===== config.mk =====
export PLATFORM = sky130hd
export DESIGN_NAME = bpsk_demod_deser
export DESIGN_NICKNAME = d
export VERILOG_FILES = /design/src/rtl/bpsk_pkg.sv /design/src/rtl/bpsk_correlator.sv /design/src/rtl/bpsk_demod_deser.sv
export SDC_FILE = /design/constraint.sdc
export NUM_CORES = 1
export LEC_CHECK = 0
export BUFFER_PORTS_ARGS = -buffer_cell sky130_fd_sc_hd__buf_2
export CORE_MARGIN = 3
export CORE_UTILIZATION = 45
export DETAILED_ROUTE_END_ITERATION = 8
export HOLD_SLACK_MARGIN = 0.05
export PLACE_DENSITY_LB_ADDON = 0.05
export SYNTH_ARGS = -nofsm -noshare
export SYNTH_HDL_FRONTEND = slang
export SYNTH_SLANG_ARGS = --single-unit

===== constraint.sdc =====
create_clock -name clk -period 4.8 [get_ports clk]
set_clock_uncertainty 0.2 [all_clocks]
set_input_delay 0.96 -clock clk [delete_from_list [all_inputs] [get_ports clk]]
set_output_delay 0.96 -clock clk [all_outputs]
set_load 0.02 [all_outputs]

===== src/rtl/bpsk_pkg.sv =====
// bpsk_pkg: constants, accumulator sizing and FSM states shared by the BPSK modulator and demodulator
package bpsk_pkg;
  localparam int NBITS = 64;
  localparam int SPB = 1000;
  localparam int CPER = 10;
  localparam int SW = 9;
  function automatic int accw(input int sw, input int spb);
    return sw + $clog2(spb) + 1;
  endfunction
  typedef enum logic [1:0] {IDLE, RUN, DONE} state_t;
endpackage


===== src/rtl/bpsk_correlator.sv =====
// bpsk_correlator: integrate-and-dump of samples against a +/-1 square reference
module bpsk_correlator import bpsk_pkg::*; #(
  parameter int SW = bpsk_pkg::SW,
  parameter int ACCW = accw(bpsk_pkg::SW, SPB)
) (
  input  logic                   clk,
  input  logic                   reset,
  input  logic                   clear,
  input  logic signed [SW-1:0]   sample_in,
  input  logic                   sample_valid,
  input  logic                   ref_sign,
  output logic signed [ACCW-1:0] acc,
  output logic signed [ACCW-1:0] acc_nxt
);
  logic signed [ACCW-1:0] s;
  always_comb begin
    s = ACCW'(sample_in);
    acc_nxt = !sample_valid ? acc : ref_sign ? acc + s : acc - s;
  end
  always_ff @(posedge clk)
    acc <= (reset || clear) ? '0 : acc_nxt;
endmodule


===== src/rtl/bpsk_demod_deser.sv =====
// bpsk_demod_deser: correlates BPSK samples per bit period, slices bits and rebuilds the frame MSB first
module bpsk_demod_deser import bpsk_pkg::*; #(
  parameter int NBITS = bpsk_pkg::NBITS,
  parameter int SPB = bpsk_pkg::SPB,
  parameter int CPER = bpsk_pkg::CPER,
  parameter int SW = bpsk_pkg::SW
) (
  input  logic                 clk,
  input  logic                 reset,
  input  logic                 start,
  input  logic signed [SW-1:0] sample_in,
  input  logic                 sample_valid,
  output logic                 bit_out,
  output logic                 bit_valid,
  output logic [NBITS-1:0]     data_out,
  output logic                 done,
  output logic                 busy
);
  localparam int ACCW = accw(SW, SPB);
  localparam int SCW = $clog2(SPB);
  localparam int PW = $clog2(CPER);
  localparam int BW = $clog2(NBITS);
  localparam logic [SCW-1:0] S_LAST = SCW'(SPB - 1);
  localparam logic [PW-1:0] P_LAST = PW'(CPER - 1);
  localparam logic [PW-1:0] P_HALF = PW'(CPER / 2);
  localparam logic [BW-1:0] B_LAST = BW'(NBITS - 1);
  state_t state, state_nxt;
  logic [SCW-1:0] sample_cnt;
  logic [PW-1:0] carrier_phase;
  logic [BW-1:0] bit_cnt;
  logic [NBITS-2:0] shreg;
  logic signed [ACCW-1:0] acc_unused, acc_nxt;
  logic arm, take, dec, last, bit_d;
  bpsk_correlator #(.SW(SW), .ACCW(ACCW)) u_corr (
    .clk(clk), .reset(reset), .clear(arm || dec), .sample_in(sample_in),
    .sample_valid(take), .ref_sign(carrier_phase < P_HALF),
    .acc(acc_unused), .acc_nxt(acc_nxt)
  );
  // start is honoured in IDLE and in DONE, which gives back-to-back frames
  always_comb begin
    arm = start && state != RUN;
    take = state == RUN && sample_valid;
    dec = take && sample_cnt == S_LAST;
    last = dec && bit_cnt == B_LAST;
    bit_d = !acc_nxt[ACCW-1];
    state_nxt = arm ? RUN : last ? DONE : state == DONE ? IDLE : state;
    busy = state == RUN;
  end
  always_ff @(posedge clk)
    state <= reset ? IDLE : state_nxt;
  always_ff @(posedge clk) begin
    if (reset) begin
      sample_cnt <= '0;
      carrier_phase <= '0;
      bit_cnt <= '0;
      shreg <= '0;
      bit_out <= 1'b0;
      bit_valid <= 1'b0;
      done <= 1'b0;
      data_out <= '0;
    end else begin
      bit_valid <= dec;
      done <= last;
      if (arm) begin
        sample_cnt <= '0;
        carrier_phase <= '0;
        bit_cnt <= '0;
      end else if (take) begin
        carrier_phase <= carrier_phase == P_LAST ? '0 : carrier_phase + 1'b1;
        sample_cnt <= dec ? '0 : sample_cnt + 1'b1;
      end
      if (dec) begin
        bit_out <= bit_d;
        shreg <= {shreg[NBITS-3:0], bit_d};
        bit_cnt <= last ? '0 : bit_cnt + 1'b1;
      end
      if (last)
        data_out <= {shreg, bit_d};
    end
  end
endmodule

==> flow_metrics.py <==
metrics = {
    "setup_path": {
        "worst_path_largest_cell_delay_ns": 0.40,
        "cp_max_fo": 6,
        "cp.required_ns": 4.95,
        "path_class": "in -> reg",
        "path_cells": "buf_2 > nor3_2 > and3b_1 > nand2_1 > ha_1 > nor2_1 > nor2_1 > ha_1 > a21oi_2 > o221ai_1 > and2_4 > a2111oi_4 > nand4_1 > a21o_1 > a21oi_2",
        "critPathLaunchType": "input pin",
        "cp.depth": 15,
        "cp_slowest_cell": "ha_1",
        "cp.arrival_ns": 3.94,
        "reg2reg_depth": 12,
        "cp_top_family": "simple AND/OR/NAND/NOR gates",
        "cp-end-kind": "flip-flop",
        "cp.buffers_inverters": 1,
    },
    "sta": {
        "period_share": 0.789,
        "clock.fmax_mhz": 264,
        "worst_slack_ns": 1.01,
        "rsz0062_at_grt": "false",
        "tightest_slew_ns": 0.950,
        "slew_headroom": 0.365,
        "final.setup.tns_ns": 0,
        "setup_violations": 0,
        "timing.final.crit_period_ns": 3.79,
        "slew_violations": 0,
        "finalHoldViolCount": 0,
    },
    "routing": {
        "final_antenna_net_count": 0,
        "drc_errors": 0,
        "drtIter0Drc": 415,
        "wl_per_cell_microns": 13.4,
        "routed_wl_mm": 16.2,
        "drt_first_pass_iters": 5,
        "avgViaCountPerCell": 5.14,
        "via_count": 6247,
    },
    "power_and_ir_drop": {
        "ir_drop_mv": 0.267,
        "p_int_mw": 2.32,
        "power.leakage_nw": 3.21,
        "power.net_switching_mw": 0.681,
        "power.density_nw_per_um2": 354,
        "power.total_mw": 3.00,
        "p_clk_frac": 0.469,
        "power_switching_share": 0.227,
        "p_comb_frac": 0.054,
        "p_seq_frac": 0.477,
    },
    "finish": {
        "post_route_cells_drive_above_1_share": 0.144,
        "antennaDiodeCount": 0,
        "layout.nets": 1024,
        "stdcell_count": 1215,
        "area_growth_pct": 14.4,
        "multiInputGateArea_sq_um": 3660,
        "ff_latch_area_sq_um": 3420,
        "nFillCells": 1614,
        "utilization": 0.530,
    },
    "global_route": {
        "grt-ovfl-total": 0,
        "grtUsageTotal": 0.184,
        "antenna_found_initial": 1,
        "grt_pass1_wl_mm": 27.6,
        "grt_pass1_vias": 5787,
        "grt_start_max_net_pins": 72,
    },
    "yosys": {
        "async_reset_ff_frac": 0,
        "synth_common_cells": "nand2_1, dfxtp_1, a21oi_1",
        "yosysMostFrequentCell": "nand2_1",
        "ys_types": 59,
        "synth_seq_area_share": 0.462,
        "synth-edff-count": 0,
        "synth_top_area_share": 0.462,
        "synth-seq-cells": 171,
        "syn-cell-area_sq_um": 7410,
        "syn_nets": 971,
        "avgSynthCellArea_sq_um": 7.94,
        "synth.top_cells.by_area": "dfxtp_1, nand2_1, a21oi_1, ha_1, xnor2_1",
        "syn_inst": 934,
        "yosysTopAreaCell": "dfxtp_1",
        "synth-main-ff-cell": "dfxtp_1",
        "yosys_warnings": 0,
    },
    "min_path": {
        "hp-class": "reg -> reg",
        "whs_path_depth": 2,
    },
    "cts": {
        "root_buffer": "clkbuf_16",
        "cts.sinks": 171,
        "holdBufCountCts": 0,
        "cts_resized": 0,
        "cts_setup_buffers": 0,
        "cts_buffer_depth": 2,
        "numCtsBuffers": 17,
        "tritoncts": "done",
        "clk_latency_ns": 0.43,
        "htreeDepth": 4,
        "clkTransAtPathRegs_ns": 0.07,
    },
    "floorplan": {
        "initial_core_util": 0.463,
        "io_pins": 81,
        "die_h_microns": 134,
        "dieWidth_microns": 134,
        "core_sq_um": 16000,
        "row_count": 46,
        "die_area_sq_um": 18000,
    },
    "placed_design": {
        "dp.cells": 1184,
        "hpwl_mm": 10.6,
        "dp_slack_ns": 0.591,
        "place.gp.congestion": 0.887,
        "portBuffers": 80,
    },
    "outcome": {
        "status": "complete, no violations",
    },
    "run": {
        "maxCapViolations": 0,
    },
}
[worst paths after layout]
| path | slack [ns] | endpoint | start |
|---|---|---|---|
| worst max-delay path | 1.01 | flip-flop | sample_in[3] |
| worst min-delay path | 0.25 | data_out[30] | data_out[30] |
| worst max register to register | 1.31 | flip-flop | carrier_phase[1] |
| worst min register to register | 0.25 | data_out[30] | data_out[30] |
[through the flow]
step	hold WS [ns]	area, sq um
after global placement	0.241	7870
after floorplan	0.230	7410
final	0.250	8480
after global routing	0.271	8480
after CTS	0.253	8480
after detailed placement	0.244	7870
[cells by family after synthesis]
logic type	synth area share
buf+inv	0.0459
xor+xnor	0.0331
compound gates	0.179
flops	0.462
mux	0.00270
simple gates	0.236
fa+ha+maj	0.0415
[power by group through the flow]
stage	logic [mW]	clock network [mW]	registers, mW
6_report	0.162	1.41	1.43
3_5_place_dp	0.162	0	1.46
5_1_grt	0.183	1.49	1.43
4_1_cts	0.163	1.44	1.43
2_1_floorplan	0.125	0	1.46
3_3_place_gp	0.164	0	1.46
[worst reg2reg max path: stages, from the launching register on]
cell       delay [ns]
dfxtp_1          0.41
o21ai_1          0.11
nor2b_1          0.20
nor2_1           0.52
a21oi_1          0.14
ha_1             0.44
a21oi_2          0.24
a21o_1           0.15
a21oi_1          0.09
a2111oi_4        0.34
nand4_1          0.22
a21o_1           0.24
a21oi_2          0.13
[registers in the layout (all words and copies together) (netlist names), named ones only]
| signal | count |
|---|---|
| shreg | 63 |
| carrier_phase | 4 |
| bit_cnt | 6 |
| state | 2 |
| done | 1 |
| bit_valid | 1 |
| u_corr.acc | 19 |
| data_out | 64 |
| sample_cnt | 10 |
[metal layers]
layer	track usage	vias to the layer above	share of wire
met5	0	-	0.00043
met4	0.0560	2	0.014
met3	0.0428	23	0.040
met2	0.296	116	0.46
met1	0.247	2851	0.48
li1	-	3255	-
[cell usage in the layout, fill, tap and decap left out, drive strengths merged, types with 3 or more instances in the layout]
cell        n
a211oi      3
nand4       8
xnor2      21
nand3      19
clkinvlp    3
o311ai      3
nor2       41
or3         5
nor2b       9
buf        90
a21oi     175
clkinv      4
and3        6
clkbuf     18
a31oi       5
nor3       11
o21a        3
a21o        8
nand3b      4
o21ai      21
nand2     290
xor2        7
dfxtp     171
ha         23
nand2b      6
bufinv      3
inv        14
[layout make-up]
type / count / area share
clock buffers: 18 / 0.0518
well taps: 216 / 0.0319
multi-input cells: 696 / 0.432
clock inverters: 13 / 0.0196
repair buffers: 90 / 0.0564
inverters: 11 / 0.00487
flip-flops and latches: 171 / 0.404
(Power assumes the default switching activity.)
